$ cat config.mk
export PLATFORM = sky130hd
export DESIGN_NAME = seg_name_monitor_flat
export DESIGN_NICKNAME = d
export VERILOG_FILES = /design/src/rtl/seg_name_pkg.sv /design/src/rtl/seg_name_monitor_if.sv /design/src/rtl/seg_glyph_decode.sv /design/src/rtl/seg_name_monitor.sv /design/src/flat_wrapper.sv
export SDC_FILE = /design/constraint.sdc
export NUM_CORES = 1
export LEC_CHECK = 0
export ABC_AREA = 0
export CAP_MARGIN = 20
export CORE_MARGIN = 8
export CORE_UTILIZATION = 30
export CTS_CLUSTER_SIZE = 8
export DETAILED_ROUTE_END_ITERATION = 10
export GPL_TIMING_DRIVEN = 0
export PLACE_DENSITY = 0.59
export RECOVER_POWER = 25
export SKIP_CTS_REPAIR_TIMING = 1
export SLEW_MARGIN = 25
export SYNTH_ARGS = -nofsm -noshare
export SYNTH_HDL_FRONTEND = slang
export SYNTH_HIERARCHICAL = 1
export SYNTH_SLANG_ARGS = --single-unit
$ cat constraint.sdc
create_clock -name clk -period 9.5 [get_ports clk]
set_input_delay 1.9 -clock clk [delete_from_list [all_inputs] [get_ports clk]]
set_output_delay 1.9 -clock clk [all_outputs]
set_load 0.005 [all_outputs]
$ cat src/rtl/seg_name_pkg.sv
// Shared letter codes, segment patterns and the expected name sequence
// for the 7-segment name monitor.
package seg_name_pkg;

    localparam logic [3:0] L_BLANK = 4'd0;
    localparam logic [3:0] L_S     = 4'd1;
    localparam logic [3:0] L_E     = 4'd2;
    localparam logic [3:0] L_N     = 4'd3;
    localparam logic [3:0] L_O     = 4'd4;
    localparam logic [3:0] L_L     = 4'd5;
    localparam logic [3:0] L_G     = 4'd6;
    localparam logic [3:0] L_U     = 4'd7;
    localparam logic [3:0] L_UNK   = 4'd15;

    // Segment order is dp,a,b,c,d,e,f,g from bit 7 down to bit 0
    localparam logic [7:0] P_S     = 8'h5B;
    localparam logic [7:0] P_E     = 8'h4F;
    localparam logic [7:0] P_N     = 8'h15;
    localparam logic [7:0] P_O     = 8'h7E;
    localparam logic [7:0] P_L     = 8'h0E;
    localparam logic [7:0] P_G     = 8'h5F;
    localparam logic [7:0] P_U     = 8'h3E;
    localparam logic [7:0] P_BLANK = 8'h00;

    localparam int SEQ_LEN = 14;

    typedef enum logic [1:0] {
        ST_HUNT,
        ST_TRACK,
        ST_LOCK
    } mon_state_t;

    function automatic logic [3:0] exp_letter(input logic [3:0] idx);
        case (idx)
            4'd0:    return L_S;
            4'd1:    return L_E;
            4'd2:    return L_N;
            4'd3:    return L_O;
            4'd4:    return L_L;
            4'd5:    return L_G;
            4'd6:    return L_U;
            4'd7:    return L_L;
            4'd8:    return L_G;
            4'd9:    return L_O;
            4'd10:   return L_N;
            4'd11:   return L_U;
            4'd12:   return L_L;
            default: return L_BLANK;
        endcase
    endfunction

endpackage

$ cat src/rtl/seg_name_monitor_if.sv
// Segment bus from the sequencer plus the monitor's result signals.
interface seg_name_monitor_if #(parameter int CNT_W = 8);
    logic             seg_stb;
    logic [7:0]       seg_in;
    logic             letter_valid;
    logic [3:0]       letter_code;
    logic [3:0]       pos;
    logic             locked;
    logic             match;
    logic             err;
    logic [CNT_W-1:0] match_cnt;
    logic [CNT_W-1:0] err_cnt;

    modport master (
        output seg_stb, seg_in,
        input  letter_valid, letter_code, pos, locked, match, err, match_cnt, err_cnt
    );

    modport slave (
        input  seg_stb, seg_in,
        output letter_valid, letter_code, pos, locked, match, err, match_cnt, err_cnt
    );
endinterface

$ cat src/rtl/seg_glyph_decode.sv
// Exact-match decode of an 8-bit segment pattern into a letter code.
module seg_glyph_decode
    import seg_name_pkg::*;
(
    input  logic [7:0] seg,
    output logic [3:0] code
);

    always_comb begin
        code = L_UNK;
        case (seg)
            P_S:     code = L_S;
            P_E:     code = L_E;
            P_N:     code = L_N;
            P_O:     code = L_O;
            P_L:     code = L_L;
            P_G:     code = L_G;
            P_U:     code = L_U;
            P_BLANK: code = L_BLANK;
            default: code = L_UNK;
        endcase
    end

endmodule

$ cat src/rtl/seg_name_monitor.sv
// Synchronises the sequencer's segment bus, samples it after a settle delay
// and tracks the decoded letters against the expected name sequence.
module seg_name_monitor
    import seg_name_pkg::*;
#(
    parameter int SETTLE = 4,
    parameter int CNT_W  = 8
) (
    input  logic                clk,
    input  logic                rst,
    seg_name_monitor_if.slave   bus
);

    localparam logic [3:0] SETTLE_L = 4'(SETTLE);
    localparam logic [3:0] LAST_IDX = 4'(SEQ_LEN - 1);

    logic             stb_p0, stb_p1, stb_hist;
    logic [7:0]       seg_p0, seg_p1;
    logic [3:0]       tmr;
    logic             edge_e, cap;
    logic [3:0]       dec_code;

    mon_state_t       state, state_n;
    logic [3:0]       pos, pos_n;
    logic [3:0]       code, code_n;
    logic             locked, locked_n;
    logic             vld, vld_n;
    logic             match, match_n;
    logic             err, err_n;
    logic [CNT_W-1:0] mcnt, mcnt_n;
    logic [CNT_W-1:0] ecnt, ecnt_n;

    function automatic logic [CNT_W-1:0] sat_inc(input logic [CNT_W-1:0] v);
        return (&v) ? v : v + {{(CNT_W-1){1'b0}}, 1'b1};
    endfunction

    seg_glyph_decode u_decode (
        .seg  (seg_p1),
        .code (dec_code)
    );

    assign edge_e = stb_p1 & ~stb_hist;
    // A fresh edge always wins over a capture that was still pending
    assign cap    = edge_e ? (SETTLE == 1) : (tmr == 4'd1);

    // Stage p0/p1: strobe and bus synchronisers, settle timer
    always_ff @(posedge clk) begin
        if (rst) begin
            stb_p0   <= 1'b0;
            stb_p1   <= 1'b0;
            stb_hist <= 1'b0;
            seg_p0   <= 8'h00;
            seg_p1   <= 8'h00;
            tmr      <= 4'd0;
        end else begin
            stb_p0   <= bus.seg_stb;
            stb_p1   <= stb_p0;
            stb_hist <= stb_p1;
            seg_p0   <= bus.seg_in;
            seg_p1   <= seg_p0;
            if (edge_e)
                tmr <= SETTLE_L - 4'd1;
            else if (tmr != 4'd0)
                tmr <= tmr - 4'd1;
        end
    end

    always_comb begin
        state_n  = state;
        pos_n    = pos;
        code_n   = code;
        locked_n = locked;
        vld_n    = 1'b0;
        match_n  = 1'b0;
        err_n    = 1'b0;
        mcnt_n   = mcnt;
        ecnt_n   = ecnt;
        if (cap) begin
            vld_n  = 1'b1;
            code_n = dec_code;
            if (state == ST_HUNT) begin
                if (dec_code == L_S) begin
                    state_n = ST_TRACK;
                    pos_n   = 4'd1;
                end else begin
                    pos_n   = 4'd0;
                end
            end else if (dec_code == exp_letter(pos)) begin
                if (pos == LAST_IDX) begin
                    pos_n    = 4'd0;
                    state_n  = ST_LOCK;
                    locked_n = 1'b1;
                    match_n  = 1'b1;
                    mcnt_n   = sat_inc(mcnt);
                end else begin
                    pos_n    = pos + 4'd1;
                end
            end else begin
                err_n    = 1'b1;
                locked_n = 1'b0;
                ecnt_n   = sat_inc(ecnt);
                if (dec_code == L_S) begin
                    state_n = ST_TRACK;
                    pos_n   = 4'd1;
                end else begin
                    state_n = ST_HUNT;
                    pos_n   = 4'd0;
                end
            end
        end
    end

    // Stage p2: registered letter result and sequence tracker
    always_ff @(posedge clk) begin
        if (rst) begin
            state  <= ST_HUNT;
            pos    <= 4'd0;
            code   <= 4'd0;
            locked <= 1'b0;
            vld    <= 1'b0;
            match  <= 1'b0;
            err    <= 1'b0;
            mcnt   <= '0;
            ecnt   <= '0;
        end else begin
            state  <= state_n;
            pos    <= pos_n;
            code   <= code_n;
            locked <= locked_n;
            vld    <= vld_n;
            match  <= match_n;
            err    <= err_n;
            mcnt   <= mcnt_n;
            ecnt   <= ecnt_n;
        end
    end

    assign bus.letter_valid = vld;
    assign bus.letter_code  = code;
    assign bus.pos          = pos;
    assign bus.locked       = locked;
    assign bus.match        = match;
    assign bus.err          = err;
    assign bus.match_cnt    = mcnt;
    assign bus.err_cnt      = ecnt;

endmodule

$ cat src/flat_wrapper.sv
// flat-port wrapper written by rule: the top's interface ports become plain ports
module seg_name_monitor_flat import seg_name_pkg::*;
#(
    parameter int SETTLE = 4,
    parameter int CNT_W  = 8
)
  (clk, rst, bus_seg_stb, bus_seg_in, bus_letter_valid, bus_letter_code, bus_pos, bus_locked, bus_match, bus_err, bus_match_cnt, bus_err_cnt);
  seg_name_monitor_if #(.CNT_W(CNT_W)) bus_i ();
  input  logic clk;
  input  logic rst;
  input wire logic [$bits(bus_i.seg_stb)-1:0] bus_seg_stb;
  input wire logic [$bits(bus_i.seg_in)-1:0] bus_seg_in;
  output wire logic [$bits(bus_i.letter_valid)-1:0] bus_letter_valid;
  output wire logic [$bits(bus_i.letter_code)-1:0] bus_letter_code;
  output wire logic [$bits(bus_i.pos)-1:0] bus_pos;
  output wire logic [$bits(bus_i.locked)-1:0] bus_locked;
  output wire logic [$bits(bus_i.match)-1:0] bus_match;
  output wire logic [$bits(bus_i.err)-1:0] bus_err;
  output wire logic [$bits(bus_i.match_cnt)-1:0] bus_match_cnt;
  output wire logic [$bits(bus_i.err_cnt)-1:0] bus_err_cnt;
  assign bus_i.seg_stb = bus_seg_stb;
  assign bus_i.seg_in = bus_seg_in;
  assign bus_letter_valid = bus_i.letter_valid;
  assign bus_letter_code = bus_i.letter_code;
  assign bus_pos = bus_i.pos;
  assign bus_locked = bus_i.locked;
  assign bus_match = bus_i.match;
  assign bus_err = bus_i.err;
  assign bus_match_cnt = bus_i.match_cnt;
  assign bus_err_cnt = bus_i.err_cnt;
  seg_name_monitor #(.SETTLE(SETTLE), .CNT_W(CNT_W)) u_core (.clk(clk), .rst(rst), .bus(bus_i));
endmodule
* Word-level counts from Yosys, hierarchy flattened *
Memory sizes are Yosys's and may differ from the RTL's. A register that Yosys moved wholly into a read port is not among the register bits.
Index checks and enable logic that the tools add are counted.

word-level totals
  register bits = 53
  bits in latches = 0
  bits in writable memories = 0
  memory bits (read-only) = 48
  output and inout bits = 28
  word-level logic and storage cells = 77
  memories = 1

operators by class
  add/subtract/negate cells = 4
  multiply operators = 0
  div/mod/pow operators = 0
  $lt $le $gt $ge = 0
  equal/unequal tests = 14
  shift-type cells = 0
  multiplexer cells = 22
  bitwise operators = 7
  reduce and logical (&&, ||, !) cells = 13

memories
  memory           words  width  rd ports  clocked after memory_dff  write ports  line                source
  (no name shown)  16     3      1         1                         0            seg_name_pkg.sv:34  case (idx)

operators by type and width
  kind                                               count
  == test 8 x 7 -> 1 bit (second input constant)     4
  one-hot mux 4 bit (8 select lines)                 1
  two-way mux 4 bit                                  7
  adder 8 x 1 -> 8 bit (second input constant)       2
  AND reduction 8 bit                                2
  two-way mux 2 bit                                  6
  == test 4 x 1 -> 1 bit (second input constant)     2
  == test 8 x 4 -> 1 bit (second input constant)     1
  == test 8 x 5 -> 1 bit (second input constant)     1
  == test 8 x 6 -> 1 bit (second input constant)     1
  logical NOT 8 bit                                  1
  two-way mux 1 bit                                  8
  NOT 1 bit                                          6
  AND reduction 3 bit                                2
  AND reduction 5 bit                                1
  adder 4 x 1 -> 4 bit (second input constant)       1
  == test 4 bit                                      1
  == test 4 bit (second input constant)              1
  != test 2 bit (second input constant)              2
  AND reduction 4 bit                                1
  nonzero test 4 bit                                 1
  OR reduction 4 bit                                 1
  subtractor 4 x 1 -> 4 bit (second input constant)  1
  != test 3 x 2 -> 1 bit (second input constant)     1
  5 further kinds                                    5

* Logic depth before layout (Yosys ltp) *
Gate-level depths: netlist of the first run.

  word-level depth = 9
  depth in mapped cells = 13

* Modules after synthesis *
Netlist of the first run, hierarchy kept.

modules (own cells, without submodules)
  module            instances  cells each  area each (µm²)  seq. area each (µm²)
  seg_name_monitor  1          245         2337.2           1121.1
  seg_glyph_decode  1          37          256.5            0.0

* Worst setup path before layout of the first run *
No wires, ideal clock.

  path type = input-to-reg
  start point = input port rst
  end point = register with a tool-made name
  setup time = 0.074 ns
  arrival time = 3.239 ns
  data required time = 9.426 ns
  path slack = 6.187 ns
  stages on the path = 6
  path through = clkbuf_1 -> o41ai_1 -> inv_1 -> ha_1 -> or3_1 -> o21ai_0

RTL lines
  what         line                source
  from (decl)  flat_wrapper.sv:10  input logic rst;

==> flow_metrics.env, run 1 <==
export IMPL_dr_pass1_iters=4
export IMPL_ys_ff_latch=56
export IMPL_grt_start_max_net_pins=17
export IMPL_drt_iter0_drc=66
export IMPL_syn_inst=282
export IMPL_grt_first_pass_wirelength_mm=9.60
export IMPL_critical_path_top_delay_family="simple AND/OR/NAND/NOR gates"
export IMPL_dieHeight_um=109
export IMPL_dieArea_um2=11900
export IMPL_synth_top_area_share_pct=43.2
export IMPL_core_area_um2=8550
export IMPL_end_kind="flip-flop"
export IMPL_crit_chain="or4b_1 > a21oi_2 > a311o_1 > nand3_1 > xnor2_1 > and4_1 > nand2_1 > o41ai_1 > inv_1 > ha_1 > or3_1 > o21ai_0"
export IMPL_comb_power_share_pct=23.7
export IMPL_p_int_w=0.000361
export IMPL_p_sw_w=0.000156
export IMPL_fin_crit_ns=3.73
export IMPL_drv_cap=0
export IMPL_vias_per_cell=4.85
export IMPL_wl_per_cell_um=13.6
export IMPL_slew_violations=0
export IMPL_setup_violations=0
export IMPL_finalCritPeriodShare_pct=39.3
export IMPL_grtUsageTotal_pct=10.1
export IMPL_io_pins=39
export IMPL_grt_antenna_before_repair=0
export IMPL_clk_latency_ns=0.31
export IMPL_netlist_area_um2=2590
export IMPL_initial_core_util_pct=30.3
export IMPL_path_class="flip-flop to flip-flop"
export IMPL_synth_seq_area_share_pct=43.2
export IMPL_yosys_warnings=6
export IMPL_cp_data_required_time_ns=9.72
export IMPL_synthArstFlopShare_pct=0
export IMPL_power_switching_share_pct=30.1
export IMPL_r2r_start="u_core/seg_p1[6]"
export IMPL_gp_congestion=0.852
export IMPL_powerDensity_nw_per_um2=162
export IMPL_fp_dieW_um=109
export IMPL_multi_input_area_um2=1370
export IMPL_drive_gt1_share_pct=6.42
export IMPL_synth_largest_area_cell="dfxtp_1"
export IMPL_htreeDepth=2
export IMPL_fin_setup_tns_ns=0
export IMPL_cellLeakagePower_nw=1.13
export IMPL_yosysUniqueCellTypes=51
export IMPL_yosys_top_cells_area="dfxtp_1, nor2b_1, ha_1, xor2_1, nor2_1"
export IMPL_start_kind="flip-flop"
export IMPL_p_clk_share_pct=24.6
export IMPL_drc=0
export IMPL_cts_buffer_depth=2
export IMPL_crit_buf_inv=1
export IMPL_synth_net_count=303
export IMPL_synth_ff_type="dfxtp_1"
export IMPL_rows=34
export IMPL_reg2reg_slack_ns=5.77
export IMPL_crit_start="u_core/seg_p1[6]"
export IMPL_slew_headroom_pct=52.3
export IMPL_ant_nets=0
export IMPL_final_hold_viol_count=0
export IMPL_cp_slowest_cell="or4b_1"
export IMPL_dp_hpwl_mm=4.43
export IMPL_synth_enable_flop_cells=0
export IMPL_cts_buffers=5
export IMPL_antennaDiodeCount=0
export IMPL_rsz0062_at_grt="no"
export IMPL_routed_wl_mm=5.91
export IMPL_numClockSinks=56
export IMPL_nFillCells=851
export IMPL_p_seq_share_pct=51.7
export IMPL_worstPathArrival_ns=3.95
export IMPL_cts_root_buf="clkbuf_8"
export IMPL_path_max_fanout=8
export IMPL_clock_fmax_mhz=268
export IMPL_cpPeakStageDelay_ns=0.54
export IMPL_avgSynthCellArea_um2=9.20
export IMPL_cts_tree="built"
export IMPL_grt_pass1_vias=2016
export IMPL_clk_pin_slew_ns=0.10
export IMPL_area_growth_pct=22.8
export IMPL_min_from="u_core/seg_p0[7]"
export IMPL_status="finished clean"
export IMPL_port_buffers=37
export IMPL_ff_latch_area_um2=1120
export IMPL_irDropWorstVdd_mv=0.0614
export IMPL_gr_total_overflow=0
export IMPL_p_total_w=0.000516
export IMPL_skew_ns=0.0105
export IMPL_fin_nets=347
export IMPL_tightestPinTransition_ns=0.707
export IMPL_via_count=2108
export IMPL_min_path_type="flip-flop to flip-flop"
-- state kept, by name (all words and copies together), names as in the netlist, 2 cells and up, named ones only --
register / count
u_core/seg_p1: 8
u_core/bus.match_cnt: 8
u_core/seg_p0: 8
u_core/tmr: 4
u_core/state: 2
u_core/bus.pos: 4
u_core/bus.err_cnt: 8
u_core/bus.letter_code: 4
-- cells in the final DEF (no fill, tap or decap), types with 9 or more instances in the layout --
master / count
nand2_1: 20
xor2_1: 11
nand4_1: 9
inv_1: 13
clkdlybuf4s50_1: 37
nor2b_1: 22
o21ai_0: 10
dfxtp_1: 56
a21oi_1: 13
xnor2_1: 10
ha_1: 10
nor2_1: 25
-- synth_stat cells (2+ instances only) --
library cell  count
a2111oi_0         2
nor4_1            3
nand2b_1          2
o41ai_1           3
o21ai_0          10
nor2_1           25
a31oi_1           3
mux2_1            2
o21a_1            2
inv_1            13
a31o_1            2
and4_1            3
and3_1            6
nor2b_1          22
or4_1             2
nand4b_1          2
a2111oi_2         2
nand3_1           8
dfxtp_1          56
nand4_1           9
xnor2_1          10
clkbuf_1          6
xor2_1           11
a21oi_1          13
or3_1             3
nor3_1            7
ha_1             10
mux2i_1           3
nand2_1          20
-- path summary, 6_finish.rpt --
path / end / depth (start not counted)
setup / recovery: flip-flop / 12
hold reg to reg: u_core/seg_p1[7] / 1
setup reg to reg: flip-flop / 12
hold / removal: u_core/seg_p1[7] / 1
-- metrics by stage --
step / util [%] / area (µm²) / setup slack, ns / hold slack (ns) / instances
after floorplan: - / 2590 / 6.19 / 0.414 / 282
after global placement: 36.2 / 3100 / 5.91 / 0.422 / 427
after detailed placement: 36.2 / 3100 / 5.84 / 0.423 / 427
after CTS: 37.2 / 3180 / 5.81 / 0.446 / 435
after global routing: 37.2 / 3180 / 5.51 / 0.455 / 435
final: 37.2 / 3180 / 5.77 / 0.440 / 435
-- layer usage --
| layer | up-vias | wire (µm) | global-route usage, % |
|---|---|---|---|
| li1 | 1081 | - | - |
| met1 | 966 | 2810 | 12.3 |
| met2 | 49 | 2720 | 16.4 |
| met3 | 12 | 239 | 2.54 |
| met4 | 0 | 136 | 4.50 |
| met5 | - | 0 | 0 |
-- cell type report --
cell class | instances | share of cell area, %
multi-input combinational | 203 | 43.1
sequential | 56 | 35.2
timing repair buffer | 37 | 11.6
tap | 108 | 4.24
clock buffer | 7 | 2.40
buffer | 10 | 1.57
inverter | 13 | 1.53
clock inverter | 1 | 0.275
-- cells by family (layout without fill, tap and decap cells) --
group,count (synthesis),after routing,share of synthesized area [%]
simple gates,118,118,24.8
flops,56,56,43.2
compound gates,49,49,14.2
buf+inv,23,68,3.81
xor+xnor,21,21,7.09
fa+ha+maj,10,10,4.82
mux,5,5,2.03
-- worst reg2reg max path: stages, from the launching register on --
cell and delay, ns:
dfxtp_1 0.40, or4b_1 0.54, a21oi_2 0.25, a311o_1 0.15, nand3_1 0.18, xnor2_1 0.27, and4_1 0.34, nand2_1 0.20
o41ai_1 0.51, inv_1 0.13, ha_1 0.21, or3_1 0.37, o21ai_0 0.09
-- power by group through the flow --
| stage | clock network, W | logic [W] | registers [W] |
|---|---|---|---|
| after floorplan | 0 | 0.0000863 | 0.000269 |
| after global placement | 0 | 0.000121 | 0.000272 |
| after detailed placement | 0 | 0.000123 | 0.000272 |
| after CTS | 0.000134 | 0.000123 | 0.000267 |
| after global routing | 0.000145 | 0.000137 | 0.000269 |
| final | 0.000127 | 0.000123 | 0.000267 |
No activity file was read; power rests on OpenSTA's default activity.
==> run 2: changes to the inputs <==
--- a/config.mk
+++ b/config.mk
@@ -12,7 +12,7 @@
 export CTS_CLUSTER_SIZE = 8
 export DETAILED_ROUTE_END_ITERATION = 10
 export GPL_TIMING_DRIVEN = 0
-export PLACE_DENSITY = 0.59
+export PLACE_DENSITY = 0.61
 export RECOVER_POWER = 25
 export SKIP_CTS_REPAIR_TIMING = 1
 export SLEW_MARGIN = 25
==> constraint.sdc (replaced) <==
create_clock -name clk -period 3.3 [get_ports clk]
set_input_delay 0.66 -clock clk [delete_from_list [all_inputs] [get_ports clk]]
set_output_delay 0.66 -clock clk [all_outputs]
set_load 0.005 [all_outputs]
==> flow_metrics.env, run 2 (synthesis results as in run 1) <==
export IMPL_dpl_cell_count=427
export IMPL_cp_data_required_time_ns=3.50
export IMPL_fp_dieW_um=109
export IMPL_core_area_um2=8550
export IMPL_tightestPinTransition_ns=0.636
export IMPL_stdcell_count=440
export IMPL_fin_crit_ns=3.24
export IMPL_gp_congestion=0.823
export IMPL_final_cell_area_um2=3410
export IMPL_powerDensity_nw_per_um2=468
export IMPL_path_class="flip-flop to flip-flop"
export IMPL_slew_headroom_pct=57.6
export IMPL_dieArea_um2=11900
export IMPL_place_area_um2=3100
export IMPL_drv_cap=0
export IMPL_whs_ns=0.441
export IMPL_ant_nets=0
export IMPL_status="finished clean"
export IMPL_dieHeight_um=109
export IMPL_dp_hpwl_mm=4.53
export IMPL_worstPathArrival_ns=3.44
export IMPL_via_count=2222
export IMPL_p_seq_share_pct=48.1
export IMPL_io_pins=39
export IMPL_antennaDiodeCount=0
export IMPL_drt_iter0_drc=91
export IMPL_setup_slack_ns=0.0575
export IMPL_wl_per_cell_um=14.3
export IMPL_port_buffers=37
export IMPL_htreeDepth=2
export IMPL_fin_util_pct=39.9
export IMPL_skew_ns=0.00879
export IMPL_path_max_fanout=6
export IMPL_grt_first_pass_wirelength_mm=10.1
export IMPL_min_path_type="flip-flop to flip-flop"
export IMPL_cellLeakagePower_nw=1.23
export IMPL_irDropWorstVdd_mv=0.206
export IMPL_cts_root_buf="clkbuf_8"
export IMPL_cts_buffer_depth=2
export IMPL_final_hold_viol_count=0
export IMPL_drc=0
export IMPL_area_growth_pct=31.5
export IMPL_clk_pin_slew_ns=0.10
export IMPL_mostFrequentLayoutCell="dfxtp_1"
export IMPL_cts_buffers=5
export IMPL_finalCritPeriodShare_pct=98.3
export IMPL_clk_latency_ns=0.31
export IMPL_end_kind="flip-flop"
export IMPL_final_cell_mix="dfxtp_1, clkdlybuf4s50_1, nor2_1"
export IMPL_clock_fmax_mhz=308
export IMPL_vias_per_cell=5.05
export IMPL_initial_core_util_pct=30.3
export IMPL_numClockSinks=56
export IMPL_slew_violations=0
export IMPL_drive_gt1_share_pct=14.5
export IMPL_grt_start_max_net_pins=17
export IMPL_p_int_w=0.00112
export IMPL_rows=34
export IMPL_gr_total_overflow=0
export IMPL_grt_pass1_vias=2088
export IMPL_power_switching_share_pct=29.8
export IMPL_p_clk_share_pct=27.7
export IMPL_grtUsageTotal_pct=10.5
export IMPL_fin_nets=352
export IMPL_p_sw_w=0.000476
export IMPL_routed_wl_mm=6.31
export IMPL_setup_violations=0
export IMPL_pre_cts_slack_ns=-0.266
export IMPL_comb_power_share_pct=24.3
export IMPL_cts_tree="built"
export IMPL_grt_antenna_before_repair=0
export IMPL_dr_pass1_iters=4
export IMPL_start_kind="flip-flop"
==> run 2: final timing paths <==
kind | slack (ns) | startpoint | endpoint | cells past startpoint
max | 0.06 | u_core/seg_p1[1] | flip-flop | 13
min | 0.44 | u_core/seg_p0[5] | u_core/seg_p1[5] | 1
max reg2reg | 0.06 | u_core/seg_p1[1] | flip-flop | 13
min reg2reg | 0.44 | u_core/seg_p0[5] | u_core/seg_p1[5] | 1
==> run 2: layer usage <==
metal  track usage [%]  routed length [µm]  vias to the layer above
li1                  -                   -                     1094
met1              12.9                2850                     1073
met2              17.1                3070                       49
met3              2.19                 291                        6
met4              5.57                 102                        0
met5                 0                   0                        -
==> run 2: power by group through the flow <==
stage               sequential [W]  combinational [W]  clock, W
finish                    0.000768           0.000387  0.000442
global route              0.000775           0.000433  0.000491
detailed placement        0.000784           0.000356         0
global placement          0.000783           0.000348         0
floorplan                 0.000775           0.000248         0
CTS                       0.000769           0.000358  0.000463
==> run 2: layout make-up <==
type	instances	area [µm²]
Timing Repair Buffer	42	408
Tap cell	108	135
Clock buffer	6	72.6
Buffer	10	52.6
Sequential cell	56	1130
Inverter	13	48.8
Clock inverter	2	35.0
Multi-Input combinational cell	203	1520
Fill cell	843	5140
==> run 2: stage by stage <==
stage / power (W) / setup TNS (ns)
5_1_grt: 0.00170 / -0.138
3_3_place_gp: 0.00113 / -0.448
3_5_place_dp: 0.00114 / -0.516
2_1_floorplan: 0.00102 / 0
6_report: 0.00160 / 0
4_1_cts: 0.00159 / -0.578
==> run 2: critical path, cell delays in order (launching register included) <==
cell and delay (ns):
dfxtp_4 0.37, nor3_1 0.25, nand2_1 0.14, a2111oi_4 0.45, o22ai_2 0.15, buf_4 0.18
xor2_2 0.19, or4_4 0.51, o31ai_4 0.20, o21a_1 0.21, buf_4 0.13, ha_1 0.16
mux2_1 0.13, mux2i_1 0.07
